`config.mk`:
```
export PLATFORM = sky130hd
export DESIGN_NAME = reaper_alu
export DESIGN_NICKNAME = d
export VERILOG_FILES = /design/src/rtl/reaper_alu.sv
export SDC_FILE = /design/constraint.sdc
export NUM_CORES = 1
export LEC_CHECK = 0
export CORE_UTILIZATION = 52
export CTS_CLUSTER_DIAMETER = 150
export DETAILED_ROUTE_END_ITERATION = 12
export GPL_TIMING_DRIVEN = 0
export PLACE_DENSITY_LB_ADDON = 0.1
export SLEW_MARGIN = 20
export SYNTH_ARGS = -nofsm -noshare
export SYNTH_HDL_FRONTEND = slang
export SYNTH_SLANG_ARGS = --single-unit
```
`constraint.sdc`:
```
create_clock -name Fast_Clock -period 0.8 [get_ports Fast_Clock]
set_input_delay 0.08 -clock Fast_Clock [delete_from_list [all_inputs] [get_ports Fast_Clock]]
set_output_delay 0.08 -clock Fast_Clock [all_outputs]
set_load 0.05 [all_outputs]
```
`src/rtl/reaper_alu.sv`:
```
// reaper_alu: 32-bit signed ALU for the Reaper datapath, outputs registered on Fast_Clock.
// Optional multiply/divide ops are built only when REAPER_ALU_MULDIV_EN is defined.
module reaper_alu (
  input  logic               Fast_Clock,
  input  logic               Reset_N,
  input  logic signed [31:0] Input_1,
  input  logic signed [31:0] Input_2,
  input  logic [4:0]         ALU_Op,
  output logic signed [31:0] Result,
  output logic               True
);

  typedef enum logic [4:0] {
    OP_ADD   = 5'd0,
    OP_SUB   = 5'd1,
    OP_MUL   = 5'd2,
    OP_DIV   = 5'd3,
    OP_MOD   = 5'd4,
    OP_AND   = 5'd5,
    OP_OR    = 5'd6,
    OP_XOR   = 5'd7,
    OP_NOR   = 5'd8,
    OP_NOT   = 5'd9,
    OP_SLL   = 5'd10,
    OP_SRL   = 5'd11,
    OP_SRA   = 5'd12,
    OP_SLT   = 5'd13,
    OP_PASSB = 5'd14,
    OP_NEG   = 5'd15,
    OP_EQ    = 5'd16,
    OP_NE    = 5'd17,
    OP_LT    = 5'd18,
    OP_GT    = 5'd19,
    OP_LE    = 5'd20,
    OP_GE    = 5'd21
  } alu_op_e;

  localparam logic signed [31:0] INT_MIN = 32'sh8000_0000;
  localparam logic signed [31:0] NEG_ONE = -32'sd1;

  alu_op_e            op;
  logic [4:0]         shamt;
  logic signed [31:0] next_result;
  logic               next_true;
  logic               cmp;

  assign op    = alu_op_e'(ALU_Op);
  assign shamt = Input_2[4:0];

  always_comb begin
    next_result = '0;
    next_true   = 1'b0;
    cmp         = 1'b0;
    case (op)
      OP_ADD:   next_result = Input_1 + Input_2;
      OP_SUB:   next_result = Input_1 - Input_2;
`ifdef REAPER_ALU_MULDIV_EN
      OP_MUL:   next_result = Input_1 * Input_2;
      // Zero divisor and the INT_MIN/-1 overflow are resolved before the divider.
      OP_DIV: begin
        if (Input_2 == '0)
          next_result = '0;
        else if (Input_1 == INT_MIN && Input_2 == NEG_ONE)
          next_result = INT_MIN;
        else
          next_result = Input_1 / Input_2;
      end
      OP_MOD: begin
        if (Input_2 == '0 || (Input_1 == INT_MIN && Input_2 == NEG_ONE))
          next_result = '0;
        else
          next_result = Input_1 % Input_2;
      end
`endif
      OP_AND:   next_result = Input_1 & Input_2;
      OP_OR:    next_result = Input_1 | Input_2;
      OP_XOR:   next_result = Input_1 ^ Input_2;
      OP_NOR:   next_result = ~(Input_1 | Input_2);
      OP_NOT:   next_result = ~Input_1;
      OP_SLL:   next_result = Input_1 << shamt;
      OP_SRL:   next_result = $signed($unsigned(Input_1) >> shamt);
      OP_SRA:   next_result = Input_1 >>> shamt;
      OP_SLT:   next_result = {31'b0, (Input_1 < Input_2)};
      OP_PASSB: next_result = Input_2;
      OP_NEG:   next_result = -Input_1;
      OP_EQ, OP_NE, OP_LT, OP_GT, OP_LE, OP_GE: begin
        case (op)
          OP_EQ:   cmp = (Input_1 == Input_2);
          OP_NE:   cmp = (Input_1 != Input_2);
          OP_LT:   cmp = (Input_1 <  Input_2);
          OP_GT:   cmp = (Input_1 >  Input_2);
          OP_LE:   cmp = (Input_1 <= Input_2);
          default: cmp = (Input_1 >= Input_2);
        endcase
        next_result = {31'b0, cmp};
        next_true   = cmp;
      end
      default: begin
        next_result = '0;
        next_true   = 1'b0;
      end
    endcase
  end

  always_ff @(posedge Fast_Clock or negedge Reset_N) begin
    if (!Reset_N) begin
      Result <= '0;
      True   <= 1'b0;
    end else begin
      Result <= next_result;
      True   <= next_true;
    end
  end

endmodule

```
==> impl_metrics.tcl, run 1 <==
set metrics [dict create \
    numCtsBuffers 5 \
    yosysUniqueCellTypes 92 \
    dp_hpwl_um 46200 \
    error "[ERROR GRT-0232] Routing congestion too high. Check the congestion heatmap in the GUI." \
    grt-ovfl-total 108 \
    synth_common_cells "163 x nor2_1, 115 x a21oi_1, 115 x nand2_1" \
    die_h_um 147 \
    yosysMostFrequentCell "nor2_1" \
    root_buffer "clkbuf_16" \
    cts_max_path_buffers 2 \
    pin_count 104 \
    grt_max_degree 27 \
    ys_seq_elements 33 \
    grt_use_total 0.818 \
    synth_nets 1682 \
    haltStage "5_1_grt" \
    synth_area_per_cell_um2 7.25 \
    cts_sinks 33 \
    placed_area_um2 12800 \
    synth_edf_count 0 \
    row_count 52 \
    yosysSeqAreaShare 0.0754 \
    status "did not finish" \
    die_w_um 147 \
    h-tree-depth 2 \
    netlist_instances 1511 \
    yosys.area.top_type "ha_1" \
    syn_area_um2 10900 \
    place.port_buffers 102 \
    ys.flop_type "dfrtp_1" \
    synth_top_area_frac 0.112 \
    place.gp.congestion 1.16 \
    yosys_warnings 0 \
    synthTopCellsByArea "ha_1 11%, mux4_2 7.8%, dfrtp_1 7.5%" \
    initial_core_util 0.536 \
    synthArstFlopShare 1.00 \
]
[repair_timing]
item	in CTS
resized for setup	1012
endpoints found under the setup margin	66
buffers inserted	139
gates cloned	1
hold buffers	1
pin swaps	130
hold endpoints to repair	33
[logic make-up after synthesis]
logic type | count (synthesis) | synth area share
flip-flops | 33 | 0.0754
AO/OA/AOI/OAI | 518 | 0.327
adder cells (fa/ha/maj) | 100 | 0.116
AND/OR/NAND/NOR | 476 | 0.206
XOR/XNOR | 39 | 0.0312
buffers and inverters | 239 | 0.0912
multiplexers | 106 | 0.153
[layer usage]
metal / track usage / overflow
met5: 0.464 / 0
met4: 0.801 / 55
met3: 0.701 / 3
met2: 0.937 / 49
met1: 0.829 / 1
[through the flow]
step	util	hold slack, ns	TNS (ns)	instances	setup slack [ns]
after floorplan	-	-0.216	-47.04	1511	-1.79
after global placement	0.626	0.740	-154.07	1883	-3.57
after detailed placement	0.627	-0.0541	-111.86	1884	-3.51
after CTS	0.797	0.163	-51.64	2023	-1.75
==> run 2: changes to the inputs <==
--- a/config.mk
+++ b/config.mk
@@ -5,11 +5,10 @@
 export SDC_FILE = /design/constraint.sdc
 export NUM_CORES = 1
 export LEC_CHECK = 0
-export CORE_UTILIZATION = 52
-export CTS_CLUSTER_DIAMETER = 150
+export CORE_UTILIZATION = 37
 export DETAILED_ROUTE_END_ITERATION = 12
 export GPL_TIMING_DRIVEN = 0
-export PLACE_DENSITY_LB_ADDON = 0.1
+export PLACE_DENSITY_LB_ADDON = 0.15
 export SLEW_MARGIN = 20
 export SYNTH_ARGS = -nofsm -noshare
 export SYNTH_HDL_FRONTEND = slang
==> impl_metrics.tcl, run 2 <==
set metrics [dict create \
    final_common_cell "buf_4" \
    wire_per_inst_um 33.9 \
    drive_gt1_frac 0.456 \
    finalCritPeriodShare 3.51 \
    power.leakage_nw 7.30 \
    synth_area_per_cell_um2 7.25 \
    worstPathMaxFanout 4 \
    row_count 62 \
    root_buffer "clkbuf_16" \
    ys_seq_elements 33 \
    ant_nets 0 \
    seqCellArea_um2 826 \
    die_h_um 174 \
    syn_to_final_growth_pct 64.9 \
    yosys.area.top_type "ha_1" \
    report.final.setup_viol 66 \
    dp_worst_setup_slack_ns -3.69 \
    yosysSeqAreaShare 0.0754 \
    routed_via_density 7.11 \
    ys.flop_type "dfrtp_1" \
    synth_top_area_frac 0.112 \
    cts_max_path_buffers 2 \
    cp-start-kind "primary input" \
    timing.fmax_mhz 356 \
    finalCriticalPeriod_ns 2.81 \
    synth_nets 1682 \
    grt_pass1_wl_um 104000 \
    antenna_found_initial 5 \
    cts_tree "built" \
    dp_hpwl_um 53000 \
    synth_common_cells "163 x nor2_1, 115 x a21oi_1, 115 x nand2_1" \
    numCtsBuffers 5 \
    syn_area_um2 10900 \
    cp.arrival_ns 2.97 \
    yosysUniqueCellTypes 92 \
    drt-initial-drc-count 2519 \
    crit_family "buffers and inverters" \
    largest_register_ffs 32 \
    cpMaxStageDelayCell "or4_1" \
    cap_violations 0 \
    reg_top3 "Result x32, True x1" \
    core-area_um2 28900 \
    crit_required_ns 0.96 \
    top_register "Result" \
    nFillCells 2455 \
    grt_pass1_vias 14879 \
    wirelength_um 74900 \
    p_per_area_nw_per_um2 999 \
    maxSlewHeadroom 0.385 \
    peakVddDrop_uv 755 \
    die_w_um 174 \
    hold_viol_final 0 \
    place.port_buffers 102 \
    vias 15695 \
    initial_core_util 0.378 \
    grt-ovfl-total 0 \
    critical_path_class "in -> reg" \
    yosysMostFrequentCell "nor2_1" \
    drc 0 \
    firstDrtPassIters 9 \
    cts_sinks 33 \
    netlist_instances 1511 \
    final_nets 1991 \
    synthArstFlopShare 1.00 \
    yosys_warnings 0 \
    synth_edf_count 0 \
    grt_max_degree 26 \
    layout_common_cells "191 x buf_4, 140 x nor2_1, 102 x nand2_1" \
    clkTransAtPathRegs_ns 0.05 \
    die-area_um2 30300 \
    rsz0062_at_grt "true" \
    crit_top_cell "clkbuf_16" \
    finalMaxSlewViolations 0 \
    h-tree-depth 2 \
    worstPathCellList "buf_12, inv_12, clkbuf_16, clkbuf_16, clkbuf_16, ha_4, buf_6, nor3_4, o21ai_4, a311oi_4, buf_4, o31ai_4, nand2_2, buf_4, a2bb2oi_2, a21oi_2, or4_1" \
    multi_input_area_um2 11500 \
    hold_path_class "in -> async" \
    worst_slack_ns -2.01 \
    final_core_util 0.624 \
    worstMarginPinSlew_ns 0.922 \
    slowest_delay_ns 0.41 \
    fin_tns_setup_ns -57.93 \
    end_kind "register" \
    violations "negative setup slack" \
    status "complete, but fails checks" \
    place.gp.congestion 1.09 \
    synthTopCellsByArea "ha_1 11%, mux4_2 7.8%, dfrtp_1 7.5%" \
    pin_count 104 \
    cp_num_buf_inv 8 \
    grt_use_total 0.476 \
]
## run 2: cell counts after synthesis
Identical to the previous run, type by type.
## run 2: timing repair
action / in CTS / in global routing
hold buffers: 1 / 0
pin swaps: 144 / 82
endpoints found under the hold margin: 33 / 0
resized for setup: 1102 / 150
buffers inserted: 147 / 62
gates cloned: 3 / 1
setup endpoints to repair: 66 / 66
## run 2: final timing paths
| kind | start | to | slack [ns] | cells after the start |
|---|---|---|---|---|
| max | Input_2[3] | Result[26]$_DFF_PN0_ | -2.01 | 17 |
| min | Reset_N | Result[0]$_DFF_PN0_ | 0.18 | 2 |
| max in group asynchronous | Reset_N | Result[7]$_DFF_PN0_ | 0.19 | 3 |
| min in group Fast_Clock | Input_2[10] | Result[10]$_DFF_PN0_ | 0.29 | 4 |
## run 2: cells by family (layout without fill, tap and decap cells)
logic type | after synthesis | after routing | share of synthesized area
AOI/OAI and AO/OA | 518 | 518 | 0.327
xor gates and xnor gates | 39 | 39 | 0.0312
adders and majority gates | 100 | 100 | 0.116
buffers and inverters | 239 | 549 | 0.0912
DFF | 33 | 33 | 0.0754
muxes | 106 | 106 | 0.153
other | 0 | 3 | 0
and+or+nand+nor | 476 | 476 | 0.206
## run 2: metrics by stage
step	cells	hold WS, ns	power (mW)	cell area (um2)
final	2208	0.176	18.0	18100
after global routing	2205	0.202	18.4	18000
after detailed placement	1998	-0.0586	11.1	12900
after global placement	1997	0.805	11.1	12900
after floorplan	1511	-0.216	7.80	11400
after CTS	2147	0.167	16.6	17100
## run 2: cell type report
type	count	area share
tap	384	0.0266
clock inverter	1	0.00166
clock buffer	7	0.00790
antenna	3	0.000416
timing repair buffer	312	0.159
buffer	133	0.0958
inverter	96	0.0257
sequential	33	0.0457
multi-input combinational	1239	0.637
## run 2: power breakdown
part	switching, mW	total, mW	internal (mW)
Sequential	0.108	2.01	1.90
Clock	0.952	2.52	1.56
Combinational	7.89	13.5	5.62
## run 2: routing by layer
layer	global-route usage	routed length [um]
met1	0.604	27300
met3	0.144	10900
met4	0.334	6560
met5	0	23
met2	0.687	30100
Note: power is estimated with default switching activity, not from simulation.
